### src/rtl/hwag_angle_gen.sv
// Crank angle generator: interpolates 2^STEPS_LOG2 angle steps between qualified
// tooth edges, stretching the interval after GAP_TOOTH to span three tooth spaces.
module hwag_angle_gen #(
  parameter int PCNT_WIDTH  = 24,
  parameter int TCNT_WIDTH  = 6,
  parameter int STEPS_LOG2  = 6,
  parameter int GAP_TOOTH   = 57,
  parameter int ANGLE_WIDTH = 12
) (
  input  logic                   clk,
  input  logic                   rst,
  input  logic                   tooth_edge,
  input  logic                   hwag_start,
  input  logic [TCNT_WIDTH-1:0]  tooth_num,
  input  logic [PCNT_WIDTH-1:0]  tooth_period,
  output logic [ANGLE_WIDTH-1:0] angle,
  output logic                   angle_tick,
  output logic                   angle_valid,
  output logic                   angle_stall
);

  localparam int STEPS     = 1 << STEPS_LOG2;
  localparam int SUB_WIDTH = STEPS_LOG2 + 2;

  localparam logic [SUB_WIDTH-1:0] LIMIT_NORMAL = SUB_WIDTH'(STEPS - 1);
  localparam logic [SUB_WIDTH-1:0] LIMIT_GAP    = SUB_WIDTH'(3 * STEPS - 1);

  typedef enum logic [1:0] {
    IDLE,
    RUN,
    HOLD
  } state_e;

  state_e                  state_q, state_d;
  logic [ANGLE_WIDTH-1:0]  angle_q, angle_d;
  logic                    tick_q, tick_d;
  logic [SUB_WIDTH-1:0]    sub_q, sub_d;
  logic [SUB_WIDTH-1:0]    limit_q, limit_d;
  logic [PCNT_WIDTH-1:0]   step_period_q, step_period_d;
  logic [PCNT_WIDTH-1:0]   step_cnt_q, step_cnt_d;

  logic [TCNT_WIDTH+STEPS_LOG2-1:0] base_full;
  logic [PCNT_WIDTH-1:0]            period_scaled;
  logic                             step_expire;
  logic                             sub_last;

  assign base_full     = {tooth_num, {STEPS_LOG2{1'b0}}};
  assign period_scaled = tooth_period >> STEPS_LOG2;
  assign step_expire   = (state_q == RUN)
                      && (step_cnt_q == step_period_q - PCNT_WIDTH'(1))
                      && (sub_q < limit_q);
  assign sub_last      = (sub_q + SUB_WIDTH'(1)) == limit_q;

  // NOTE: sequential state uses non-blocking assignments only, so every register
  // samples the values of the previous cycle regardless of statement order.
  always_ff @(posedge clk) begin
    if (rst) begin
      state_q       <= IDLE;
      angle_q       <= '0;
      tick_q        <= 1'b0;
      sub_q         <= '0;
      limit_q       <= '0;
      step_period_q <= '0;
      step_cnt_q    <= '0;
    end else begin
      state_q       <= state_d;
      angle_q       <= angle_d;
      tick_q        <= tick_d;
      sub_q         <= sub_d;
      limit_q       <= limit_d;
      step_period_q <= step_period_d;
      step_cnt_q    <= step_cnt_d;
    end
  end

  // Losing sync wins over everything; a tooth edge restarts from any state.
  always_comb begin
    // NOTE: default first so every path assigns the signal and no latch is inferred.
    state_d = state_q;
    if (!hwag_start) begin
      state_d = IDLE;
    end else if (tooth_edge) begin
      state_d = RUN;
    end else begin
      unique case (state_q)
        IDLE:    state_d = IDLE;
        RUN:     if (step_expire && sub_last) state_d = HOLD;
        HOLD:    state_d = HOLD;
        default: state_d = IDLE;
      endcase
    end
  end

  always_comb begin
    angle_d       = angle_q;
    tick_d        = 1'b0;
    sub_d         = sub_q;
    limit_d       = limit_q;
    step_period_d = step_period_q;
    step_cnt_d    = step_cnt_q;
    if (!hwag_start) begin
      angle_d       = '0;
      sub_d         = '0;
      limit_d       = '0;
      step_period_d = '0;
      step_cnt_d    = '0;
    end else if (tooth_edge) begin
      // A step expiring in the same cycle is dropped in favour of the new base.
      angle_d       = ANGLE_WIDTH'(base_full);
      tick_d        = 1'b1;
      sub_d         = '0;
      limit_d       = (tooth_num == TCNT_WIDTH'(GAP_TOOTH)) ? LIMIT_GAP : LIMIT_NORMAL;
      step_period_d = (period_scaled == '0) ? PCNT_WIDTH'(1) : period_scaled;
      step_cnt_d    = '0;
    end else if (step_expire) begin
      angle_d    = angle_q + ANGLE_WIDTH'(1);
      tick_d     = 1'b1;
      sub_d      = sub_q + SUB_WIDTH'(1);
      step_cnt_d = '0;
    end else if (state_q == RUN) begin
      step_cnt_d = step_cnt_q + PCNT_WIDTH'(1);
    end
  end

  always_comb begin
    angle       = angle_q;
    angle_tick  = tick_q;
    angle_valid = (state_q != IDLE);
    angle_stall = (state_q == HOLD);
  end

endmodule

### config.mk
export PLATFORM = sky130hd
export DESIGN_NAME = hwag_angle_gen
export DESIGN_NICKNAME = d
export VERILOG_FILES = /design/src/rtl/hwag_angle_gen.sv
export SDC_FILE = /design/constraint.sdc
export NUM_CORES = 1
export LEC_CHECK = 0
export CAP_MARGIN = 15
export CORE_AREA = 2 2 96 98
export DETAILED_ROUTE_END_ITERATION = 10
export DIE_AREA = 0 0 98 100
export PLACE_DENSITY = 0.67
export SKIP_CTS_REPAIR_TIMING = 1
export SYNTH_ARGS = -nofsm -noshare
export SYNTH_HDL_FRONTEND = slang
export SYNTH_SLANG_ARGS = --single-unit
### constraint.sdc
create_clock -name clk -period 4.2 [get_ports clk]
set_clock_uncertainty 0.1 [all_clocks]
set_input_delay 1.26 -clock clk [delete_from_list [all_inputs] [get_ports clk]]
set_output_delay 1.26 -clock clk [all_outputs]
set_load 0.05 [all_outputs]
# Yosys cells after proc, flatten, opt, wreduce, memory -nomap -nowiden
# Cells that the tools add are included.
[totals]
regBits = 79
out_inout_bits = 15
[op_classes]
addsub = 4
n_lt_le_gt_ge = 1
n_eq_ne = 7
mux = 9
bitwise_logic = 1
n_reduce_logical = 9
[op_table]
columns = ["operator", "count"]
rows = [
  ["adder 24 x 1 -> 24 bit, second input constant", 1],
  ["equality test 24 bit", 1],
  ["zero test 24 bit", 1],
  ["two-way mux 12 bit", 2],
  ["subtractor 24 x 1 -> 24 bit, second input constant", 1],
  ["two-way mux 18 bit", 1],
  ["adder 12 x 1 -> 12 bit, second input constant", 1],
  ["adder 8 x 1 -> 8 bit, second input constant", 1],
  ["equality test 8 bit", 1],
  ["< comparator 8 bit", 1],
  ["two-way mux 8 bit", 1],
  ["equality test 6 bit, second input constant", 1],
  ["one-hot mux 2 bit (2 select lines)", 1],
  ["nonzero test 2 bit", 2],
  ["OR reduction 4 bit", 1],
  ["logical AND 1 bit", 3],
  ["two-way mux 1 bit", 3],
  ["inequality test 3 x 2 -> 1 bit, second input constant", 1],
  ["OR reduction 3 bit", 1],
  ["equality test 2 x 1 -> 1 bit, second input constant", 1],
  ["equality test 2 bit, second input constant", 1],
  ["two-way mux 2 bit", 1],
  ["inequality test 2 x 1 -> 1 bit, second input constant", 1],
  ["OR reduction 2 bit", 1],
  ["NOT 1 bit", 1],
]

# Depth between registers and ports, before layout
[depth]
word_depth = 8
ltp_mapped = 12

# Worst setup path after synthesis
# Ideal clock, no wire load.
[synth_path]
kind = "register -> register"
from = "register step_period_q[2]"
to = "register angle_q[6] (netlist: angle[6])"
setup_ns = 0.117
arrival_time_ns = 2.696
slack_ns = 1.287
path_stages_with_launch = 11
path_cell_list = "dfxtp_1 > buf_2 > or4_4 > or4_1 > a211oi_2 > o211ai_1 > nor4_2 > and4b_1 > buf_2 > mux2i_1 > nand2_1"
[synth_between]
elab_chain_len = 5
[synth_rtl]
columns = ["item", "line", "source"]
rows = [
  ["from (decl)", "39", "logic [PCNT_WIDTH-1:0] step_period_q, step_period_d;"],
  ["from (signal assigned)", "71", "step_period_q <= step_period_d;"],
  ["subtractor 24 x 1 -> 24 bit", "50", "&& (step_cnt_q == step_period_q - PCNT_WIDTH'(1))"],
  ["equality test 24 bit", "50", ""],
  ["logical AND 1 bit", "50", ""],
  ["logical AND 1 bit", "51", "&& (sub_q < limit_q);"],
  ["nonzero test 2 bit (no source line)", "n/a", ""],
  ["to (signal assigned)", "67", "angle_q <= angle_d;"],
  ["to (decl)", "35", "logic [ANGLE_WIDTH-1:0] angle_q, angle_d;"],
]
# No other way between the ends.
# A chain may end at the register's enable or synchronous reset.

# Final worst setup path
[layout_path]
from = "register step_period_q[6]"
to = "register sub_q[7]"
[layout_between]
elab_chain_len = 4
[layout_rtl]
columns = ["item", "line", "source"]
rows = [
  ["subtractor 24 x 1 -> 24 bit", "50", ""],
  ["equality test 24 bit", "50", ""],
  ["logical AND 1 bit", "50", ""],
  ["logical AND 1 bit", "51", ""],
  ["to (signal assigned)", "69", "sub_q <= sub_d;"],
  ["to (decl)", "37", "logic [SUB_WIDTH-1:0] sub_q, sub_d;"],
]
# No other way between the ends.

==> impl_results.md <==
- Status: complete, no violations
- Fin crit share: 0.839
- Critical path peak fanout: 24
- Area growth, synth to finish: 18.2%
- CTS tree: yes
- Vias per cell: 5.71
- Leak: 1.70 nW
- F_max: 284 MHz
- Buffer depth of the longest clock path: 2
- Final #Nets: 572
- Vias: 3649
- # diodes: 0
- First-pass GRT wire length: 16.2 mm
- Synthesized Nets: 532
- Worst VDD drop: 0.145 mV
- Final min period: 3.52 ns
- Worst Path Required: 4.39 ns
- Rel. slew slack: 0.290
- Total number of H-tree levels: 3
- Initial antenna violation count: 0
- GRT overflow: 0
- All-Layer GR Usage: 0.202
- Max Cap Viol: 0
- Hold Vio Cnt, Final: 0
- Power Total: 1.36 mW
- Max Used Layer: met4
- Fraction of registers with async set/reset: 0
- PortBufs: 42
- Class of the worst hold path: flip-flop to flip-flop
- Mapped Area: 3950 um2
- Final setup viols: 0
- RSZ-0062 raised after global routing: false
- Post-Route WL: 9.64 mm
- Die height: 100 um
- Power Dens Cells: 292 nW/um2
- Worst-path clk slew: 0.08 ns
- Global placer's final weighted congestion: 0.876
- Number of enable flip-flop cells after synthesis: 0
- Core Area: 8890 um2
- CP Launch Type: flip-flop
- Sequential-to-total area share from yosys stat: 0.339
- CTS sink cnt: 67
- Synth Register Bits: 67
- Remaining antenna violation count: 0
- Met3 wire len: 356 um
- Cell chain of the critical path: nor4_1 -> nand4_1 -> a2111oi_2 -> nor2_1 -> nor4b_1 -> nand3_1 -> buf_4 -> or4_1 -> a21oi_1
- Largest net degree at the start of global routing: 25
- Crit path capture type: flip-flop
- Clock Root Buffer: clkbuf_8
- Initial Util: 0.445
- Die ar.: 9800 um2
- Met1 WL: 4.47 mm
- CP arrival: 3.71 ns
- Final Slew Violations: 0
- Commonest non-fill, non-tap cell in the layout: dfxtp_1
- Num CTS Buffers: 9
- Layout cell share with drive strength beyond 1: 0.0663
- Syn Area/Cell: 8.17 um2
- Row count: 35
- CP max stage cell: nor4_1
- Post-route DRC: 0
- Setup TNS: 0 ns
- Met2 WL: 4.63 mm
- Crit Path Class: flip-flop to flip-flop
- Clk_lat worst skew: 0.35 ns
- Top FF cell, synth: dfxtp_1
- Yosys warning count: 0
- Vias in the first global route: 3397
- Critical Path Max Stage Delay: 0.64 ns
- Mapped Cells: 484
- DP HPWL: 7.38 mm
- Drt first pass iters: 4
- Wirelength per Cell: 15.1 um
- Die X: 98 um
- Initial DRC Count: 159
- Ports: 49
- Unique masters post-synth: 49
- Actual slew at the worst max-slew pin: 1.06 ns
- Most frequent cells in the layout: 67 x dfxtp_1, 54 x nor2_1, 42 x clkdlybuf4s50_1
-- worst max-delay path, delay by kind of cell, from the launching register on --
kind,cells,cell delay [ns]
AO/OA/AOI/OAI,2,0.57
flip-flops,1,0.38
buffers and inverters,1,0.25
AND/OR/NAND/NOR,6,2.13
-- flip-flops by register name, indices dropped and copies added, names as in the netlist --
name and flops:
angle_tick 1, limit_q 2, step_cnt_q 24, angle 12
sub_q 8, step_period_q 18, state_q 2
-- area by class of cell --
cell class              instances  area (um2)
well taps                     111         139
multi-input cells             381        2470
clock buffers                   9         124
flip-flops and latches         67        1340
fillers                       844        4220
repair buffers                 48         465
inverters                      17        63.8
clock inverters                 6        67.6
-- logic make-up (layout without fill, tap and decap cells) --
family	count (synthesis)	after routing	share of synthesized area
muxes	14	14	0.0358
and+or+nand+nor	219	219	0.291
buffers and inverters	36	80	0.0358
adders and majority gates	14	14	0.0443
DFF	67	67	0.339
AOI/OAI and AO/OA	85	85	0.146
xor gates and xnor gates	49	49	0.109
-- metal layers --
layer,global-route usage,up-vias
li1,-,1827
met1,0.263,1710
met2,0.336,93
met3,0.0362,19
met4,0.0791,0
met5,0,-
-- cells in the mapped netlist, types with 2 or more instances --
library cell | number | area share
dfxtp_1 | 67 | 0.34
nor2b_1 | 9 | 0.014
a211o_1 | 2 | 0.0044
and2_1 | 4 | 0.0063
a21oi_1 | 19 | 0.024
nand2_1 | 39 | 0.037
or4_4 | 2 | 0.0057
or4_1 | 4 | 0.0076
nand2b_1 | 3 | 0.0047
ha_1 | 14 | 0.044
a32oi_1 | 4 | 0.0089
nand4_1 | 14 | 0.022
nor3b_1 | 2 | 0.0038
nor2_1 | 54 | 0.051
or2_2 | 4 | 0.0063
o31ai_1 | 4 | 0.0076
nor3_1 | 8 | 0.010
buf_2 | 5 | 0.0063
clkbuf_1 | 14 | 0.013
xnor2_1 | 27 | 0.060
nand3_1 | 24 | 0.030
nor4_1 | 14 | 0.022
a22o_1 | 13 | 0.029
or3_1 | 13 | 0.021
xor2_1 | 22 | 0.049
o21ai_0 | 21 | 0.027
and3_1 | 16 | 0.025
a31oi_1 | 7 | 0.011
o211ai_1 | 3 | 0.0057
inv_1 | 17 | 0.016
mux2i_1 | 13 | 0.033
nor4_2 | 2 | 0.0063
o211a_1 | 4 | 0.010
-- path summary, 6_finish.rpt --
kind | startpoint | endpoint | slack (ns) | depth (start not counted)
worst max-delay path | step_period_q[6] | sub_q[7] | 0.68 | 9
worst min register to register | limit_q[7] | limit_q[7] | 0.40 | 2
worst max register to register | step_period_q[6] | sub_q[7] | 0.68 | 9
worst min-delay path | limit_q[7] | limit_q[7] | 0.40 | 2
-- where the power goes --
| group | internal, mW | switching (mW) |
|---|---|---|
| Combinational | 0.0817 | 0.0973 |
| Clock | 0.271 | 0.254 |
| Sequential | 0.645 | 0.0153 |
-- through the flow --
step | cells | util | hold slack [ns] | setup slack, ns | instance area (um2)
4_1_cts | 639 | 0.526 | 0.410 | 0.689 | 4670
6_report | 639 | 0.526 | 0.405 | 0.678 | 4670
3_3_place_gp | 624 | 0.504 | 0.390 | 0.783 | 4480
5_1_grt | 639 | 0.526 | 0.435 | 0.407 | 4670
2_1_floorplan | 484 | - | 0.372 | 1.29 | 3950
3_5_place_dp | 624 | 0.504 | 0.393 | 0.710 | 4480
Power figures use the tool's default switching activity.
